===== config.mk =====
export PLATFORM = sky130hd
export DESIGN_NAME = fft_stage_sequencer
export DESIGN_NICKNAME = d
export VERILOG_FILES = /design/src/rtl/fft_stage_sequencer.sv
export SDC_FILE = /design/constraint.sdc
export NUM_CORES = 1
export LEC_CHECK = 0
export CORE_ASPECT_RATIO = 0.9
export CORE_MARGIN = 10
export CORE_UTILIZATION = 45
export CTS_CLUSTER_SIZE = 30
export DETAILED_ROUTE_END_ITERATION = 12
export GPL_TIMING_DRIVEN = 0
export HOLD_SLACK_MARGIN = 0.05
export PLACE_DENSITY = 0.64
export SETUP_SLACK_MARGIN = 0.05
export SKIP_CTS_REPAIR_TIMING = 1
export SLEW_MARGIN = 15
export SYNTH_ARGS = -nofsm -noshare
export SYNTH_HDL_FRONTEND = slang
export SYNTH_SLANG_ARGS = --single-unit

===== constraint.sdc =====
create_clock -name clk_i -period 10.05 [get_ports clk_i]
set_input_delay 2.01 -clock clk_i [delete_from_list [all_inputs] [get_ports clk_i]]
set_output_delay 2.01 -clock clk_i [all_outputs]
set_load 0.1 [all_outputs]

===== src/rtl/fft_stage_sequencer.sv =====
// Stage/butterfly sequencer for a radix-2 in-place DIT FFT: issues operand and twiddle
// addresses, delays them PIPE_LAT cycles for write-back. Optional stall via FFT_SEQ_STALL_EN.
module fft_stage_sequencer #(
  parameter int LOG2_N   = 8,
  parameter int PIPE_LAT = 2
) (
  input  logic                      clk_i,
  input  logic                      rst_ni,
  input  logic                      start_i,
`ifdef FFT_SEQ_STALL_EN
  input  logic                      stall_i,
`endif
  output logic                      busy_o,
  output logic                      done_o,
  output logic [$clog2(LOG2_N):0]   stage_o,
  output logic                      rd_en_o,
  output logic [LOG2_N-1:0]         rd_addr_a_o,
  output logic [LOG2_N-1:0]         rd_addr_b_o,
  output logic [LOG2_N-2:0]         tw_addr_o,
  output logic                      wr_en_o,
  output logic [LOG2_N-1:0]         wr_addr_a_o,
  output logic [LOG2_N-1:0]         wr_addr_b_o
);

  localparam int AW = LOG2_N;
  localparam int KW = LOG2_N - 1;
  localparam int SW = $clog2(LOG2_N) + 1;
  localparam int DW = $clog2(PIPE_LAT) + 1;

  localparam logic [KW-1:0] K_LAST = {KW{1'b1}};
  localparam logic [SW-1:0] S_LAST = SW'(LOG2_N - 1);
  localparam logic [DW-1:0] D_LAST = DW'(PIPE_LAT - 1);

  typedef enum logic [1:0] {IDLE, RUN, DRAIN, DONE} state_t;

  typedef struct packed {
    logic          valid;
    logic [AW-1:0] a;
    logic [AW-1:0] b;
  } wb_t;

  state_t        state, state_n;
  logic [SW-1:0] stage, stage_n;
  logic [KW-1:0] k, k_n;
  logic [DW-1:0] dcnt, dcnt_n;
  logic          stall;
  logic          hold;

  logic [AW-1:0] rd_a, rd_b;
  logic [KW-1:0] rd_tw;
  wb_t           pipe [PIPE_LAT];

`ifdef FFT_SEQ_STALL_EN
  assign stall = stall_i;
`else
  assign stall = 1'b0;
`endif

  // Stall never blocks acceptance of a start in IDLE.
  assign hold = stall && (state != IDLE);

  // Upper operand: insert a zero at bit s of k; lower operand sets that bit.
  function automatic logic [AW-1:0] calc_a(input logic [SW-1:0] s, input logic [KW-1:0] kk);
    int            sh;
    logic [AW-1:0] kx;
    logic [AW-1:0] half_m1;
    sh      = int'(s);
    kx      = AW'(kk);
    half_m1 = (AW'(1) << sh) - AW'(1);
    return ((kx >> sh) << (sh + 1)) | (kx & half_m1);
  endfunction

  function automatic logic [KW-1:0] calc_tw(input logic [SW-1:0] s, input logic [KW-1:0] kk);
    int            sh;
    logic [AW-1:0] jx;
    sh = int'(s);
    jx = AW'(kk) & ((AW'(1) << sh) - AW'(1));
    return KW'(jx << (LOG2_N - 1 - sh));
  endfunction

  // NOTE: sequential state uses non-blocking assignments so every register samples
  // the pre-edge values of the others, independent of statement order.
  always_ff @(posedge clk_i or negedge rst_ni) begin
    if (!rst_ni) begin
      state <= IDLE;
      stage <= '0;
      k     <= '0;
      dcnt  <= '0;
    end else begin
      state <= state_n;
      stage <= stage_n;
      k     <= k_n;
      dcnt  <= dcnt_n;
    end
  end

  // NOTE: every variable gets a default before the case so no path leaves it
  // unassigned, which would otherwise infer a latch.
  always_comb begin
    state_n = state;
    stage_n = stage;
    k_n     = k;
    dcnt_n  = dcnt;
    if (!hold) begin
      case (state)
        IDLE: begin
          if (start_i) begin
            state_n = RUN;
            stage_n = '0;
            k_n     = '0;
          end
        end
        RUN: begin
          if (k == K_LAST) begin
            state_n = DRAIN;
            dcnt_n  = '0;
          end else begin
            k_n = k + 1'b1;
          end
        end
        DRAIN: begin
          if (dcnt == D_LAST) begin
            if (stage == S_LAST) begin
              state_n = DONE;
            end else begin
              state_n = RUN;
              stage_n = stage + 1'b1;
              k_n     = '0;
            end
          end else begin
            dcnt_n = dcnt + 1'b1;
          end
        end
        DONE:    state_n = IDLE;
        default: state_n = IDLE;
      endcase
    end
  end

  // Read addresses are registered from the next-state counters so they line up
  // with RUN in the same cycle and hold their value outside RUN.
  always_ff @(posedge clk_i or negedge rst_ni) begin
    if (!rst_ni) begin
      rd_a  <= '0;
      rd_b  <= '0;
      rd_tw <= '0;
    end else if (!hold && state_n == RUN) begin
      rd_a  <= calc_a(stage_n, k_n);
      rd_b  <= calc_a(stage_n, k_n) | (AW'(1) << stage_n);
      rd_tw <= calc_tw(stage_n, k_n);
    end
  end

  // NOTE: the write-back pipe is reset explicitly so an abort discards every
  // in-flight write instead of replaying stale entries.
  always_ff @(posedge clk_i or negedge rst_ni) begin
    if (!rst_ni) begin
      for (int i = 0; i < PIPE_LAT; i++) pipe[i] <= '0;
    end else if (!hold) begin
      pipe[0] <= '{valid: (state == RUN), a: rd_a, b: rd_b};
      for (int i = 1; i < PIPE_LAT; i++) pipe[i] <= pipe[i-1];
    end
  end

  assign busy_o      = (state == RUN) || (state == DRAIN);
  assign done_o      = (state == DONE) && !stall;
  assign stage_o     = stage;
  assign rd_en_o     = (state == RUN) && !stall;
  assign rd_addr_a_o = rd_a;
  assign rd_addr_b_o = rd_b;
  assign tw_addr_o   = rd_tw;
  assign wr_en_o     = pipe[PIPE_LAT-1].valid && !stall;
  assign wr_addr_a_o = pipe[PIPE_LAT-1].a;
  assign wr_addr_b_o = pipe[PIPE_LAT-1].b;

endmodule

# Word-level counts from Yosys, hierarchy flattened
# Cells that the tools add are included.
# word_totals
output_inout_bits	47
ff_bits	72
wordCells	59
inputBits	3
# classes
n_addsub	7
muxes	17
n_reduce_logical	4
eq_ne	9
n_bitwise	4
n_shift	5
# ops
cell	n
$shl A8 B32 Y7	1
$mux W7	4
$pmux W7 S3	1
$and A7 B8 Y8	2
$or A8 B8 Y8	2
$shl A1 B4 Y8 const A	2
$mux W2	6
$mux W4	3
$pmux W2 S4	1
$pmux W4 S2	1
$shl A8 B5 Y8	1
$shr A7 B4 Y8	1
$sub A8 B1 Y8 const B	1
$sub A8 B2 Y8 const B	1
$add A7 B1 Y7 const B	1
$eq A7 B7 Y1 const B	1
$eq A2 B1 Y1 const B	3
$add A4 B1 Y5 const B	1
$sub A3 B4 Y5 const A	1
$add A4 B1 Y4 const B	1
$eq A2 B2 Y1 const B	2
$eq A4 B3 Y1 const B	1
$pmux W2 S2	1
$reduce_and A3 Y1	1
other kinds (6)	6

# Longest topological paths before layout
# Gate-level depths: netlist of the first run.
# depth
depth_word	9
depth_mapped	16
ltp_nobuf	15

# Worst setup path after synthesis of the first run
# OpenSTA, ideal clock, no wires.
# synth_path
path_kind	input port to flip-flop
start	in start_i
end	reg rd_b[6], in the netlist rd_addr_b_o[6]
setup_ns	0.126
t_required_ns	9.924
path_buffers	3
setup_slack_ns	5.506
arrival_ns	4.418
path_stages	11
path_cell_list	mux2_2 -> a211oi_1 -> a211o_1 -> clkbuf_1 -> clkbuf_1 -> ha_1 -> buf_1 -> a21boi_0 -> o21ai_0 -> o21ai_0 -> o32a_1
# synth_between
elab_chain_len	7
word_cells_on_any_way	16
cone_classes	2 x add/sub; 1 x eq/ne; 4 x shift; 6 x mux; 3 x bitwise
# synth_rtl
item	line	text
start: declaration	9	input logic start_i,
$mux W4	107	if (start_i) begin
$pmux W4 S2	105	case (state)
$shl A1 B4 Y8	69, 149	
$sub A8 B2 Y8	69	half_m1 = (AW'(1) << sh) - AW'(1);
$and A7 B8 Y8	70	return ((kx >> sh) << (sh + 1)) | (kx & half_m1);
$or A8 B8 Y8	70	
$or A8 B8 Y8	149	rd_b <= calc_a(stage_n, k_n) | (AW'(1) << stage_n);
end signal: assignment	149	
end: declaration	49	logic [AW-1:0] rd_a, rd_b;
# Several ways; a longest one is shown, not always the timed one.
# A chain may end at the register's enable or synchronous reset.

# Final worst setup path of the first run
# layout_path
start	in start_i
end	reg rd_b[6], in the netlist rd_addr_b_o[6]
# layout_between
elab_chain_len	7
word_cells_on_any_way	16
cone_classes	2 x add/sub; 1 x eq/ne; 4 x shift; 6 x mux; 3 x bitwise
# layout_rtl
item	line	text
$mux W4 (*)	107	
$pmux W4 S2 (*)	105	
net stage_n[1]	43	logic [SW-1:0] stage, stage_n;
$shl A1 B4 Y8	69, 149	
$sub A8 B2 Y8	69	
$and A7 B8 Y8	70	
$or A8 B8 Y8	70	
$or A8 B8 Y8 (*)	149	
# Mark *: on every way through the listed nets, which the timed path passes. The rest lies on a longest branch.

==> metrics.md, run 1 <==
| Metric | Value |
|---|---|
| Sequential fraction of the synthesis area | 0.475 |
| Core area | about 8000 um^2 |
| DP Cell Count | between 500 and 600 |
| Final WL | 10700 um |
| Final HPWL DP | 7800 um |
| First drt pass iteration count | 5 |
| Hold Fails Final Rpt | 0 |
| Ports | 50 |
| CP Capture Type | register |
| P_leak | between 2 and 2.5 nW |
| Syn_nets | around 400 |
| Slowest stage cell, crit path | a311oi_1 |
| Top-area cell type share of the netlist area | 0.475 |
| Worst path bufs/invs | 2 |
| Synthesis-to-layout area growth | 23.5% |
| Vias/cell | 6.03 |
| Yosys top cell by area | dfrtp_1 |
| Final setup violation count | 0 |
| Die footprint | roughly 13000 um^2 |
| Register bit total from synthesis | 72 |
| Largest net degree at the start of global routing | between 40 and 50 |
| Critical path data arrival time | 5.90 ns |
| Cells after Synth | 399 |
| Post-synth EDFFs | 0 |
| Status | finished, final reports clean |
| Clk buf depth | 2 |
| I/O Buffers | roughly 50 |
| CTS Buf Count | 9 |
| Worst VDD drop | 0.000229 V |
| Post-synth top flop | dfrtp_1 |
| Max_cap viols | 0 |
| FMAX | 177 MHz |
| CTS tree | built |
| FP Rows | 31 |
| Die Wd | between 100 and 150 um |
| Clk root buf | clkbuf_8 |
| Ant diodes | 0 |
| Most common cell on crit path | o21ai_0 |
| Yosys cell types | 62 |
| Layout Skew | roughly 0.01 ns |
| CP max stage delay | 0.64 ns |
| CP delay by family, top | compound AO/OA/AOI/OAI gates |
| Worst relative slew slack | 0.245 |
| H-tree levels | 3 |
| Setup TNS | 0 ns |
| PD cells | 349 nW/um^2 |
| Vias in the first global route | 3197 |
| WL/cell | 19.0 um |
| Ys async rst share | 1.00 |
| Chain of cells forming the critical path | clkdlybuf4s50_1 -> mux2i_1 -> and2_1 -> a311oi_1 -> inv_2 -> nor2_1 -> nand2_1 -> ha_1 -> a21boi_0 -> o21ai_0 -> o21ai_0 -> o32a_1 |
| Hold slack | 0.345 ns |
| GRT overflow | 0 |
| Mapped Area | 3790 um^2 |
| Worst Tran Pin Value | approximately 1.1 ns |
| Sink Count | 72 |
| Post-layout minimum cycle time | 5.66 ns |
| Layout cells sized above 1 | 0.101 |
| Clock slew at reported path FFs | 0.07 ns |
| First-pass GRT wire length | roughly 17000 um |
| Antenna-violating nets left | 0 |
| Ratio of final minimum period to clock period | 0.563 |
| Commonest cells in the netlist | 72 x dfrtp_1, 39 x nand2_1, 28 x nor2_1 |
| Gr usage total | 0.177 |
| Syn Area/Cell | 9.51 um^2 |
| Initial Util | 0.466 |
| Count leader, synth | dfrtp_1 |
| RSZ-0062 raised after global routing | false |
| Final setup margin | 4.39 ns |
| Ys Warns | 0 |
| DR vias | 3399 |
| Residual DRC | 0 |
| Initial DRC Count | ~270 |
| Global placement routability congestion | 0.943 |
| Worst-path fanout max | 10 |
| Pins Over Slew Limit | 0 |
| CP Class | input port to register |
| Setup crit start kind | input port |
| Req. time, crit path | roughly 10 ns |
| Worst-Skew Late Latency | 0.36 ns |
| Hold WC Path Type | register to register |
| Synth area leaders | dfrtp_1 47%, nand2_1 3.9%, buf_4 3.2% |
| Non-Filler Instances | 564 |
| Dpl ws | 4.18 ns |
| Total Nets Final | 473 |
| Initial antenna violation count | 0 |
| Die height | between 100 and 150 um |
==> cell usage in the layout, fill, tap and decap left out, types with 5 or more instances in the layout <==
master,n
o21ai_0,19
inv_1,10
nor4_1,6
clkbuf_1,19
buf_4,17
o21a_1,7
o22a_1,6
o31ai_1,5
and3_1,7
dfrtp_1,72
nand2_1,39
clkbuf_8,10
nand3_1,14
ha_1,9
nor2b_1,5
a21oi_1,19
nor3_1,13
nor2_1,28
nand2b_1,5
a31oi_1,12
clkdlybuf4s50_1,48
nand4_1,9
==> stage by stage <==
step | instance area, um^2 | total power, mW | util
3_3_place_gp | 4410 | 1.36 | 0.541
2_1_floorplan | 3790 | 1.14 | -
5_1_grt | 4690 | 1.71 | 0.575
3_5_place_dp | 4450 | 1.36 | 0.546
4_1_cts | 4690 | 1.65 | 0.575
6_report | 4690 | 1.64 | 0.575
==> metal layers <==
layer  wire length (um)  vias to the layer above  track usage
met3                965                       27       0.0474
li1                   -                     1596            -
met5                  0                        -            0
met1               4840                     1626        0.252
met4                286                        0       0.0723
met2               4620                      150        0.246
==> report_power, final <==
group | switching (mW) | internal, mW | total [mW] | leakage [nW]
combinational | 0.685 | 0.230 | 0.915 | 0.994
sequential | 0.0501 | 0.388 | 0.438 | 0.907
clock | 0.111 | 0.171 | 0.282 | 0.123
total | 0.847 | 0.789 | 1.64 | 2.02
==> worst paths after layout <==
kind                               start  slack [ns]        endpoint  depth (start not counted)
min in group asynchronous         rst_ni        1.56  rd_addr_b_o[3]                          1
max in group asynchronous         rst_ni        7.94  rd_addr_b_o[6]                          2
worst max register to register  state[0]        5.47  rd_addr_b_o[6]                         14
worst min-delay path            pipe[18]        0.35  wr_addr_b_o[1]                          0
worst min register to register  pipe[18]        0.35  wr_addr_b_o[1]                          0
worst max-delay path             start_i        4.39  rd_addr_b_o[6]                         12
==> state kept, by name (all words and copies together), names as in the netlist <==
name         count
k                7
rd_addr_a_o      8
tw_addr_o        7
rd_addr_b_o      8
pipe            17
dcnt             2
stage_o          4
wr_en_o          1
wr_addr_a_o      8
state            2
wr_addr_b_o      8
==> worst reg2reg max path: stages (launching register included) <==
cell      delay (ns)
dfrtp_1         0.44
inv_1           0.10
ha_1            0.30
clkbuf_1        0.40
nand2_1         0.12
nor2_1          0.26
a211o_1         0.25
clkbuf_1        0.37
clkbuf_1        0.44
ha_1            0.23
buf_1           0.35
a21boi_0        0.20
o21ai_0         0.41
o21ai_0         0.21
o32a_1          0.37
==> logic make-up (layout without fill, tap and decap cells) <==
group	count (synthesis)	count (layout)	synth area share
compound gates	116	116	0.217
xor+xnor	4	4	0.00923
fa+ha+maj	9	9	0.0297
buf+inv	51	117	0.0666
flops	72	72	0.475
mux	7	7	0.0195
simple gates	140	140	0.184
==> cell type report <==
cell class | count | area, um^2
plain buffers | 39 | 208
clock buffers | 10 | 138
clock inverters | 5 | 104
fillers | 701 | 3460
inverters | 12 | 45.0
multi-input cells | 276 | 1750
flip-flops and latches | 72 | 1800
well taps | 99 | 124
repair buffers | 51 | 520
No activity file was read; power rests on OpenSTA's default activity.
==> inputs of run 2 (changes only) <==
- PLACE_DENSITY: 0.64 -> 0.67
- clock period: 10.05 -> 4.9 ns (I/O delays scaled with it)
==> run 2 against run 1 <==
Non-clock buffer count grew 1. Worst setup slack lost 4.0 ns. Routed wire length grew 1.7%. Flip-flop and latch count is the same. Largest cell class unchanged. Hold slack gained 0.0041 ns. First-iteration DRC count grew 42%. Power grew 100%. Clock skew grew 0.0028 ns.
==> metrics.md, run 2 (synthesis results as in run 1) <==
| Metric | Value |
|---|---|
| Worst reg2reg endpoint | rd_addr_b_o[6] (unchanged) |
| Reg2Reg Setup Slack | 0.45 ns (was 5.47 ns) |
| CTS Buf Count | 9 (unchanged) |
| Sink Count | 72 (unchanged) |
| Clk buf depth | 2 (unchanged) |
| CTS tree | built (unchanged) |
| Die footprint | 12500 um^2 (unchanged) |
| Placed Instance Area | 4450 um^2 (unchanged) |
| Die Wd | 117 um (unchanged) |
| CP endpoint | rd_addr_b_o[6] (unchanged) |
| Ports | 50 (unchanged) |
| I/O Buffers | 49 (unchanged) |
| Worst-path fanout max | 10 (unchanged) |
| Vias/cell | 6.07 (was 6.03) |
| Initial antenna violation count | 0 (unchanged) |
| CP Capture Type | register (unchanged) |
| H-tree levels | 3 (unchanged) |
| Largest register FFs | 17 (unchanged) |
| FILL cells | 748 (was 701) |
| Layout cells sized above 1 | 0.105 (was 0.101) |
| Die height | 107 um (unchanged) |
| Non-Filler Instances | 566 (was 564) |
| Hold slack | 0.349 ns (was 0.345 ns) |
| Status | finished, final reports clean (unchanged) |
| P_leak | 2.02 nW (about the same) |
| Critical path data arrival time | 4.78 ns (was 5.90 ns) |
| Initial DRC Count | 389 (was 273) |
| Worst r2r src | state[0] (unchanged) |
| Worst VDD drop | 0.000483 V (was 0.000229 V) |
| CP Class | input port to register (unchanged) |
| Combinational fraction of design power | 0.569 (was 0.559) |
| Ratio of final minimum period to clock period | 0.927 |
| Clock slew at reported path FFs | 0.08 ns (was 0.07 ns) |
| Clock Power Share | 0.160 (was 0.173) |
| Hold Fails Final Rpt | 0 (unchanged) |
| Synthesis-to-layout area growth | 23.3% (was 23.5%) |
| Layout Skew | 0.0129 ns (was 0.0102 ns) |
| Setup crit start kind | input port (unchanged) |
| Sw frac | 0.524 (was 0.518) |
| Pins Over Slew Limit | 0 (unchanged) |
| Initial Util | 0.466 (unchanged) |
| RSZ-0062 raised after global routing | false (unchanged) |
| PD cells | 704 nW/um^2 (was 349 nW/um^2) |
| Antenna-violating nets left | 0 (unchanged) |
| Global placement routability congestion | 0.948 (was 0.943) |
| FP Rows | 31 (unchanged) |
| Switch Pwr | 1.73 mW (was 0.847 mW) |
| Max_cap viols | 0 (unchanged) |
| Biggest register | pipe (unchanged) |
| Core Util, Final | 0.575 (about the same) |
| Core area | 8150 um^2 (unchanged) |
| GRT overflow | 0 (unchanged) |
| Residual DRC | 0 (unchanged) |
| Final WL | 10900 um (was 10700 um) |
| Hold WC Path Type | register to register (unchanged) |
| Setup crit start | start_i (unchanged) |
| Post-route cell area | 4680 um^2 (was 4690 um^2) |
| Clk root buf | clkbuf_8 (unchanged) |
| Vias in the first global route | 3287 (was 3197) |
| Worst-Skew Late Latency | 0.35 ns (was 0.36 ns) |
| DP Cell Count | 549 (unchanged) |
| First-pass GRT wire length | 17700 um (was 17400 um) |
| Total Nets Final | 474 (was 473) |
| Final HPWL DP | 8000 um (was 7800 um) |
| Final setup violation count | 0 (unchanged) |
| Largest net degree at the start of global routing | 55 (was 49) |
| WL/cell | 19.2 um (was 19.0 um) |
| Worst relative slew slack | 0.322 (was 0.245) |
| Req. time, crit path | 5.13 ns (was 10.29 ns) |
| Setup TNS | 0 ns (unchanged) |
| Most frequent cells in the layout | 72 x dfrtp_1, 48 x clkdlybuf4s50_1, 39 x nand2_1, 28 x nor2_1, 20 x clkbuf_1 (was 72 x dfrtp_1, 48 x clkdlybuf4s50_1, 39 x nand2_1, 28 x nor2_1) |
| DR vias | 3436 (was 3399) |
| FMAX | 220 MHz |
| Gr usage total | 0.179 (was 0.177) |
| Worst r2r path cells | 14 (unchanged) |
| Worst Tran Pin Value | 1.01 ns (was 1.13 ns) |
| Int Pwr | 1.57 mW (was 0.789 mW) |
| Ant diodes | 0 (unchanged) |
| Commonest non-fill, non-tap cell in the layout | dfrtp_1 (unchanged) |
| Post-layout minimum cycle time | ~4.5 ns |
| First drt pass iteration count | 5 (unchanged) |
| Reg power frac | 0.271 (was 0.268) |
## run 2: cell count changes in the layout (fill, tap and decap cells not counted), sizes merged
| cell | change |
|---|---|
| clkinvlp | +1 |
| clkbuf | +3 |
| bufinv | -1 |
| clkinv | -1 |
## run 2: layer usage
metal,vias up,global-route usage,part of all wire
met5,-,0,0
met2,159,0.263,0.44
met4,0,0.0520,0.018
met1,1669,0.249,0.45
met3,15,0.0491,0.090
li1,1593,-,-
## run 2: critical path: stages
cell and delay, ns:
clkdlybuf4s50_1 0.48, mux2i_1 0.38, and2_1 0.23, a211o_1 0.23
clkbuf_1 0.40, clkbuf_2 0.34, ha_1 0.18, buf_1 0.37
a21boi_0 0.20, o21ai_0 0.41, o21ai_0 0.21, o32a_1 0.37
## run 2: stage by stage
| stage | setup slack [ns] | power [mW] |
|---|---|---|
| CTS | 0.312 | 3.32 |
| global placement | -0.0655 | 2.77 |
| finish | 0.356 | 3.30 |
| global route | 0.114 | 3.44 |
| floorplan | 1.00 | 2.34 |
| detailed placement | -0.0267 | 2.79 |
## run 2: power by group through the flow
stage	Sequential, mW	Clock, mW	Combinational [mW]
6_report	0.894	0.528	1.87
5_1_grt	0.922	0.568	1.95
4_1_cts	0.898	0.541	1.88
3_5_place_dp	0.910	0	1.88
3_3_place_gp	0.903	0	1.87
2_1_floorplan	1.39	0	0.956
## run 2: area by class of cell
class | instances | area (um^2) | share of cell area
Multi-Input combinational cell | 276 | 1750 | 0.375
Sequential cell | 72 | 1800 | 0.385
Buffer | 39 | 209 | 0.0447
Inverter | 12 | 45.0 | 0.00963
Clock inverter | 4 | 76.3 | 0.0163
Timing Repair Buffer | 52 | 526 | 0.112
Clock buffer | 12 | 145 | 0.0310
Tap cell | 99 | 124 | 0.0265
## run 2: worst min-delay path by stage
stage / start / to / slack [ns] / depth (start not counted)
after floorplan: pipe[25] / wr_addr_a_o[0] / 0.33 / 0
after global placement: pipe[18] / wr_addr_b_o[1] / 0.33 / 0
final: pipe[24] / wr_addr_b_o[7] / 0.35 / 0
after detailed placement: pipe[28] / wr_addr_a_o[3] / 0.33 / 0
after CTS: pipe[33] / wr_en_o / 0.35 / 0
after global routing: pipe[23] / wr_addr_b_o[6] / 0.36 / 0
